===== src/rtl/n44_rx_framer_if.sv =====
// Beat-in / codeword-out bus of the n44 receive framer.
// Handshake: a transfer happens on a rising edge where valid & ready are both 1; once valid is raised, the source holds its payload until that transfer.
interface n44_rx_framer_if #(
  parameter int N    = 44,
  parameter int IN_W = 4
);
  logic            in_valid;
  logic            in_ready;
  logic            in_sof;
  logic [IN_W-1:0] in_data;
  logic            out_valid;
  logic            out_ready;
  logic [0:N-1]    out_cw;
  logic            sync_err;
  logic [15:0]     cw_count;

  modport master (
    output in_valid, in_sof, in_data, out_ready,
    input  in_ready, out_valid, out_cw, sync_err, cw_count
  );

  modport slave (
    input  in_valid, in_sof, in_data, out_ready,
    output in_ready, out_valid, out_cw, sync_err, cw_count
  );
endinterface


===== src/rtl/n44_rx_framer.sv =====
// Packs IN_W-bit channel beats into N-bit codewords c[0:N-1] for the n44k32b5 decoder.
// Storage is an accumulator plus an output register, so beats keep flowing while a codeword waits.
module n44_rx_framer #(
  parameter int N    = 44,
  parameter int IN_W = 4
) (
  input logic             clk,
  input logic             rst,
  n44_rx_framer_if.slave  bus
);
  localparam int BEATS = N / IN_W;
  localparam int BW    = (BEATS > 1) ? $clog2(BEATS) : 1;
  localparam logic [BW-1:0] LAST = BW'(BEATS - 1);

  logic [BW-1:0] bcnt_q, bcnt_d;
  logic [0:N-1]  acc_q, acc_d;
  logic          acc_full_q, acc_full_d;
  logic [0:N-1]  out_cw_q, out_cw_d;
  logic          out_valid_q, out_valid_d;
  logic          sync_err_q, sync_err_d;
  logic [15:0]   cw_count_q, cw_count_d;

  logic accept, mv, ready, xfer;

  // ready depends on out_ready so a full accumulator can drain and refill in the same cycle
  assign mv     = acc_full_q & (~out_valid_q | bus.out_ready);
  assign ready  = ~acc_full_q | mv;
  assign accept = bus.in_valid & ready;
  assign xfer   = out_valid_q & bus.out_ready;

  always_comb begin
    bcnt_d      = bcnt_q;
    acc_d       = acc_q;
    acc_full_d  = acc_full_q;
    out_cw_d    = out_cw_q;
    out_valid_d = out_valid_q;
    sync_err_d  = 1'b0;
    cw_count_d  = cw_count_q + 16'(xfer);

    if (mv) begin
      out_cw_d    = acc_q;
      out_valid_d = 1'b1;
      acc_full_d  = 1'b0;
    end else if (xfer) begin
      out_valid_d = 1'b0;
    end

    // in_data[IN_W-1] lands on the lowest c index of the beat's slot
    if (accept) begin
      if (bcnt_q == '0 && !bus.in_sof) begin
        sync_err_d = 1'b1;
      end else if (bcnt_q != '0 && bus.in_sof) begin
        sync_err_d          = 1'b1;
        acc_d[0 +: IN_W]    = bus.in_data;
        bcnt_d              = BW'(1);
      end else begin
        acc_d[int'(bcnt_q) * IN_W +: IN_W] = bus.in_data;
        if (bcnt_q == LAST) begin
          bcnt_d     = '0;
          acc_full_d = 1'b1;
        end else begin
          bcnt_d = bcnt_q + BW'(1);
        end
      end
    end
  end

  always_ff @(posedge clk) begin
    if (rst) begin
      bcnt_q      <= '0;
      acc_q       <= '0;
      acc_full_q  <= 1'b0;
      out_cw_q    <= '0;
      out_valid_q <= 1'b0;
      sync_err_q  <= 1'b0;
      cw_count_q  <= '0;
    end else begin
      bcnt_q      <= bcnt_d;
      acc_q       <= acc_d;
      acc_full_q  <= acc_full_d;
      out_cw_q    <= out_cw_d;
      out_valid_q <= out_valid_d;
      sync_err_q  <= sync_err_d;
      cw_count_q  <= cw_count_d;
    end
  end

  assign bus.in_ready  = ready;
  assign bus.out_valid = out_valid_q;
  assign bus.out_cw    = out_cw_q;
  assign bus.sync_err  = sync_err_q;
  assign bus.cw_count  = cw_count_q;
endmodule


===== src/flat_wrapper.sv =====
// flat-port wrapper written by rule: the top's interface ports become plain ports
module n44_rx_framer_flat 
#(
  parameter int N    = 44,
  parameter int IN_W = 4
)
  (clk, rst, bus_in_valid, bus_in_sof, bus_in_data, bus_out_ready, bus_in_ready, bus_out_valid, bus_out_cw, bus_sync_err, bus_cw_count);
  n44_rx_framer_if #(.N(N), .IN_W(IN_W)) bus_i ();
  input logic clk;
  input logic rst;
  input wire logic [$bits(bus_i.in_valid)-1:0] bus_in_valid;
  input wire logic [$bits(bus_i.in_sof)-1:0] bus_in_sof;
  input wire logic [$bits(bus_i.in_data)-1:0] bus_in_data;
  input wire logic [$bits(bus_i.out_ready)-1:0] bus_out_ready;
  output wire logic [$bits(bus_i.in_ready)-1:0] bus_in_ready;
  output wire logic [$bits(bus_i.out_valid)-1:0] bus_out_valid;
  output wire logic [$bits(bus_i.out_cw)-1:0] bus_out_cw;
  output wire logic [$bits(bus_i.sync_err)-1:0] bus_sync_err;
  output wire logic [$bits(bus_i.cw_count)-1:0] bus_cw_count;
  assign bus_i.in_valid = bus_in_valid;
  assign bus_i.in_sof = bus_in_sof;
  assign bus_i.in_data = bus_in_data;
  assign bus_i.out_ready = bus_out_ready;
  assign bus_in_ready = bus_i.in_ready;
  assign bus_out_valid = bus_i.out_valid;
  assign bus_out_cw = bus_i.out_cw;
  assign bus_sync_err = bus_i.sync_err;
  assign bus_cw_count = bus_i.cw_count;
  n44_rx_framer #(.N(N), .IN_W(IN_W)) u_core (.clk(clk), .rst(rst), .bus(bus_i));
endmodule

===== config.mk =====
export PLATFORM = sky130hd
export DESIGN_NAME = n44_rx_framer_flat
export DESIGN_NICKNAME = d
export VERILOG_FILES = /design/src/rtl/n44_rx_framer_if.sv /design/src/rtl/n44_rx_framer.sv /design/src/flat_wrapper.sv
export SDC_FILE = /design/constraint.sdc
export NUM_CORES = 1
export LEC_CHECK = 0
export ABC_AREA = 1
export BUFFER_PORTS_ARGS = -buffer_cell sky130_fd_sc_hd__buf_2
export CAP_MARGIN = 20
export CORE_MARGIN = 8
export CORE_UTILIZATION = 56
export DETAILED_ROUTE_END_ITERATION = 10
export PLACE_DENSITY = 0.77
export SLEW_MARGIN = 15
export SYNTH_ARGS = -nofsm -noshare
export SYNTH_HDL_FRONTEND = slang
export SYNTH_SLANG_ARGS = --single-unit
export TNS_END_PERCENT = 5

===== constraint.sdc =====
create_clock -name clk -period 2 [get_ports clk]
set_input_delay 0.4 -clock clk [delete_from_list [all_inputs] [get_ports clk]]
set_output_delay 0.4 -clock clk [all_outputs]
set_load 0.1 [all_outputs]

* Word-level counts from Yosys, hierarchy flattened
Index checks and enable logic that the tools add are counted.
** Word-level totals
- Flip-flop bits (word level) :: 111
- Bits in latches :: 0
- Bits in writable memories :: 0
- Bits in read-only memories :: 0
- Input port bits :: 9
- Output and inout bits :: 63
- Logic and storage cells :: 47
- Memories :: 0
** Cells by class
- Add/subtract/negate cells :: 3
- Multiply operators :: 0
- Divide/modulo/power cells :: 0
- $lt $le $gt $ge :: 0
- Eq/ne operators :: 1
- Shift operators :: 2
- Multiplexer cells :: 13
- Bitwise logic cells :: 11
- Reductions and logical operators :: 9
** Operators by type and width (count)
- 45-bit by 33-bit variable shift with 44-bit output (first input constant) :: 1
- 45-bit by 33-bit variable part select with 44-bit output :: 1
- 44-bit bitwise mux :: 1
- 32-bit negation with 33-bit output :: 1
- 6-bit inverter with 32-bit output :: 1
- 16-bit by 1-bit adder with 16-bit output :: 1
- 4-bit two-way mux :: 3
- 1-bit two-way mux :: 9
- 1-bit inverter :: 5
- 4-bit by 1-bit adder with 4-bit output (second input constant) :: 1
- 4-bit == test (second input constant) :: 1
- 4-bit logical NOT :: 1
- 4-bit nonzero test :: 1
- 1-bit bitwise AND :: 3
- 3-bit AND reduction :: 1
- 1-bit logical AND :: 2
- 1-bit bitwise OR :: 2
- 2-bit AND reduction :: 1
- 2-bit nonzero test :: 1
- 2-bit OR reduction :: 1
- 1-bit logical NOT :: 1

* Longest topological paths before layout
- Depth after elaboration :: 8
- Mapped depth :: 11
- Mapped depth without buffers :: 10

* Least setup slack after synthesis
OpenSTA, ideal clock, no wires.
- Kind :: register to register
- Start :: reg u_core.out_valid_q (netlist: u_core.bus.out_valid)
- End :: reg u_core.acc_q[16] (netlist bit)
- Library setup time :: 0.118 ns
- Arrival time :: 2.262 ns
- Data required time :: 1.882 ns
- Setup slack :: -0.380 ns
- Stages on the path, launching flop included :: 7
- Path buffers :: 1
- Period minus slack after synthesis :: 2.380 ns
- Cells stage by stage :: dfxtp_1 nand3_4 nand3_2 buf_2 nor2_1 o21ai_0 nor2_1
** On the way
- Cells in the longest elaborated chain, start to end :: 6
** RTL lines
- start, declared :: line n44_rx_framer.sv:19 : logic out_valid_q, out_valid_d;
- start signal, assigned :: line n44_rx_framer.sv:82 : out_valid_q <= out_valid_d;
- 1-bit inverter :: line n44_rx_framer.sv:26 : assign mv = acc_full_q & (~out_valid_q | bus.out_ready);
- 1-bit bitwise OR :: line n44_rx_framer.sv:26
- 1-bit bitwise AND :: line n44_rx_framer.sv:26
- 1-bit bitwise OR :: line n44_rx_framer.sv:27 : assign ready = ~acc_full_q | mv;
- net bus_in_ready :: line flat_wrapper.sv:15 : output wire logic [$bits(bus_i.in_ready)-1:0] bus_in_ready;
- 1-bit bitwise AND :: line n44_rx_framer.sv:28 : assign accept = bus.in_valid & ready;
- 3-bit AND reduction (no source line)
- end signal, assigned :: line n44_rx_framer.sv:71 : acc_q <= '0;
- end signal, assigned :: line n44_rx_framer.sv:79 : acc_q <= acc_d;
- end, declared :: line n44_rx_framer.sv:16 : logic [0:N-1] acc_q, acc_d;
The timed path passes the listed nets, and every way through them passes these cells.
A chain may end at the register's enable or synchronous reset.

* Worst setup path in the final report
- Start :: reg u_core.bcnt_q[0]
- End :: reg u_core.acc_q[10] (netlist bit)
** On the way
- Cells in the longest elaborated chain, start to end :: 4
- Elaborated cells between the ends (all ways) :: 12
- Those cells by class :: add/sub (1); shift (2); mux (1); bitwise (3); reduce/logical (5)
** RTL lines
- start, declared :: line n44_rx_framer.sv:15 : logic [BW-1:0] bcnt_q, bcnt_d;
- start signal, assigned :: line n44_rx_framer.sv:78 : bcnt_q <= bcnt_d;
- 6-bit inverter with 32-bit output (implied by the code), or another cell as far along :: line n44_rx_framer.sv:57 : acc_d[int'(bcnt_q) * IN_W +: IN_W] = bus.in_data;
- 32-bit negation with 33-bit output, or another cell as far along :: line n44_rx_framer.sv:57
- 45-bit by 33-bit variable part select with 44-bit output, or another cell as far along :: line n44_rx_framer.sv:57
- 44-bit bitwise mux or 3-bit AND reduction (tied branches)
Several ways; a longest one is shown, not always the timed one.

==> metrics <==
Synth cell types 22; required time of the critical path approximately 2.3 ns; hold depth 4; # diodes 0; count of hold-fix buffers inserted at cts 0; via count of the first global-routing pass 3813; number of antenna violations at the first check in global routing 0; area enclosed by the die boundary about 11000 sq um; clock sink total about 110; CTS root buf sky130_fd_sc_hd__clkbuf_8; Final Cycle Share around 89%; area of the mapped netlist between 4000 and 5000 sq um; sequential cell area ~2200 sq um; transition at the pin with the smallest max-transition slack between 0.8 and 0.9 ns; worst relative slew slack a little under half; combined area of the multi-input logic cells 1972 sq um; kind of critical path reg2reg; IR drop worst, VDD about 0.49 mV; number of endpoints failing setup at the final stage 0; hold slack around 0.36 ns; xor/xnor cell area share of the yosys netlist 0.3898%; maximum root-to-sink buffer count 2; Seq cells post-synth roughly 110; Design Area, Final 5122 sq um; Hold Path Class in2reg; Post-Syn Area per Cell between 7 and 8 sq um; gr usage total about a fifth; wire length of the first global-routing pass roughly 18000 um; area growth from synthesis to final layout 13.98%; worst r2r path cells 9; grt ovf 0; H-Tree Depth 3; average wire per cell in the routed design around 13 um; clock-pin slew on the worst setup and hold paths ~0.11 ns; detailed-route vias per instance 5.180; Placement Cell Area 4936 sq um; fraction of the mapped netlist area in compound gates around an eighth; number of nets in the finished design between 700 and 800; final critical delay including setup and external delays around 1.8 ns; RSZ-0062 raised after global routing no; overall die height about 110 um; Adder-Cell Fraction of Synth Area 1.949%; pin count of the biggest net entering global routing a little under 90; Synth Instances approximately 630; number of standard-cell rows in the floorplan 32; number of buffers created by CTS 9; wire length after detailed routing between 10000 and 15000 um; fraction of synthesized area in multiplexers 0%; number of DRC markers in iteration 0 about 240; post-route DRC violation count 0; PD cells between 700 and 800 nW/um^2; count of vias placed by the detailed router between 4000 and 5000; clock latency of the later-clocked register in the worst-skew pair approximately 0.38 ns; fraction of final layout cells sized beyond drive strength 1 between 10% and 20%; sequential fraction of the synthesis area between 40% and 50%; Buffers on Ports just over 70; total number of yosys warnings 0; result of the run finished, final reports clean; Startpoint Class register; post-route ant nets 0; reported max-cap violation count 0; effective utilization at floorplan roughly 58%; setup slack on the worst flop-to-flop path between 0.2 and 0.25 ns; die span in x about 110 um; leakage power summed over all cells 0.002280 uW; total iterations of the first detailed-routing run 5; Data arrival, critical path approximately 2.1 ns; number of max-slew violations in the final report 0; Max Clock Skew between 0.01 and 0.015 ns; number of fill cells between 700 and 800; top achievable clock speed 0.5601 GHz; crit end category register; Core Area between 7000 and 8000 sq um; RD Place Congestion 0.8932; syn_nets ~640; main combinational cell family by area after synthesis simple AND/OR/NAND/NOR gates; I/O pin cnt 72; Final Hold Vio Count 0; CTS tree done; highest fanout seen on the critical path 7; half-perimeter wire length of the detailed placement result about 7500 um; post-synthesis simple-gate area fraction 28.98%
[cell families after synthesis]
kind of cell | count (synthesis)
compound gates | 111
xor+xnor | 2
flops | 111
buf+inv | 76
fa+ha+maj | 7
simple gates | 320
[stage by stage]
stage	cells	util, %	setup WS, ns	TNS, ns	power [uW]
floorplan	627	-	-0.2596	-1.006	2581
global placement	780	63.55	0.2160	0	2675
detailed placement	780	63.55	0.1063	0	2683
CTS	796	65.87	0.2219	0	3898
global route	796	65.95	0.01829	0	4037
finish	796	65.95	0.2144	0	3886
[worst paths after layout]
kind,from,endpoint
setup / recovery,u_core.bcnt_q[0],u_core.acc_q[10]
hold / removal,bus_out_ready,u_core.bus.out_valid
setup reg to reg,u_core.bcnt_q[0],u_core.acc_q[10]
hold reg to reg,u_core.acc_q[30],u_core.bus.out_cw[30]
[Yosys cell counts]
cell type	n	area share, %
sky130_fd_sc_hd__a21oi_1	27	3.0
sky130_fd_sc_hd__buf_2	11	1.2
sky130_fd_sc_hd__buf_6	1	0.25
sky130_fd_sc_hd__clkbuf_1	19	1.6
sky130_fd_sc_hd__clkinv_1	1	0.083
sky130_fd_sc_hd__dfxtp_1	111	49
sky130_fd_sc_hd__ha_1	7	1.9
sky130_fd_sc_hd__inv_1	42	3.5
sky130_fd_sc_hd__inv_2	2	0.17
sky130_fd_sc_hd__nand2_1	88	7.3
sky130_fd_sc_hd__nand3_1	16	1.8
sky130_fd_sc_hd__nand3_2	1	0.22
sky130_fd_sc_hd__nand3_4	1	0.39
sky130_fd_sc_hd__nand3b_1	1	0.17
sky130_fd_sc_hd__nand4_1	3	0.42
sky130_fd_sc_hd__nor2_1	177	15
sky130_fd_sc_hd__nor2_2	3	0.42
sky130_fd_sc_hd__nor3_1	29	3.2
sky130_fd_sc_hd__nor3_2	1	0.22
sky130_fd_sc_hd__o21a_1	1	0.17
sky130_fd_sc_hd__o21ai_0	83	9.2
sky130_fd_sc_hd__xor2_1	2	0.39
[layout make-up]
type,instances,share of cell area (%)
clock inverter,6,1.026
sequential,111,43.40
multi-input combinational,440,38.50
timing repair buffer,82,8.793
inverter,45,3.298
tap,102,2.491
clock buffer,10,2.491
[cell usage in the layout (no fill, tap or decap), types with 2 or more instances in the layout]
cell and instances:
sky130_fd_sc_hd__inv_2 2, sky130_fd_sc_hd__nor2_1 177, sky130_fd_sc_hd__nor3_1 29, sky130_fd_sc_hd__inv_6 2
sky130_fd_sc_hd__buf_4 10, sky130_fd_sc_hd__nand2_1 88, sky130_fd_sc_hd__nand3_1 16, sky130_fd_sc_hd__ha_1 7
sky130_fd_sc_hd__nand4_1 3, sky130_fd_sc_hd__inv_1 41, sky130_fd_sc_hd__clkinvlp_4 2, sky130_fd_sc_hd__dfxtp_1 110
sky130_fd_sc_hd__xor2_1 2, sky130_fd_sc_hd__o21ai_0 83, sky130_fd_sc_hd__a21oi_1 27, sky130_fd_sc_hd__buf_2 71
sky130_fd_sc_hd__clkinv_1 2, sky130_fd_sc_hd__nor2_2 3, sky130_fd_sc_hd__clkbuf_8 9
[flip-flops by register name, indices dropped and copies added, names as in the netlist]
register	flops
u_core.acc_full_q	1
u_core.bus.out_cw	44
u_core.bcnt_q	4
u_core.acc_q	44
u_core.bus.cw_count	16
u_core.bus.sync_err	1
u_core.bus.out_valid	1
[routing by layer]
layer / GRT usage, % / vias up / part of all wire (%)
met5: 0 / - / 0
met4: 9.347 / 0 / 2.1
met3: 4.080 / 18 / 6.5
met2: 29.50 / 134 / 45
met1: 24.56 / 1848 / 46
li1: - / 2123 / -
[critical path: stages (launching register included)]
cell                      delay, ns
sky130_fd_sc_hd__dfxtp_1       0.41
sky130_fd_sc_hd__nor2_1        0.08
sky130_fd_sc_hd__inv_1         0.06
sky130_fd_sc_hd__nor2_1        0.05
sky130_fd_sc_hd__ha_1          0.34
sky130_fd_sc_hd__nand3_2       0.12
sky130_fd_sc_hd__buf_4         0.18
sky130_fd_sc_hd__nor2_1        0.22
sky130_fd_sc_hd__nand2_1       0.10
sky130_fd_sc_hd__a21oi_1       0.16
[power breakdown]
group | total (uW) | switching [uW] | leakage (uW) | internal, uW
Combinational | 380 | 268 | 0.00130 | 112
Clock | 1250 | 772 | 0.0000854 | 474
Sequential | 2260 | 17.4 | 0.000896 | 2240
[timing repair]
| action | CTS | global route |
|---|---|---|
| resized for setup | 0 | 1 |
| setup buffers | 0 | 0 |
| setup endpoints to repair | 0 | 2 |
No activity file was read; power rests on OpenSTA's default activity.
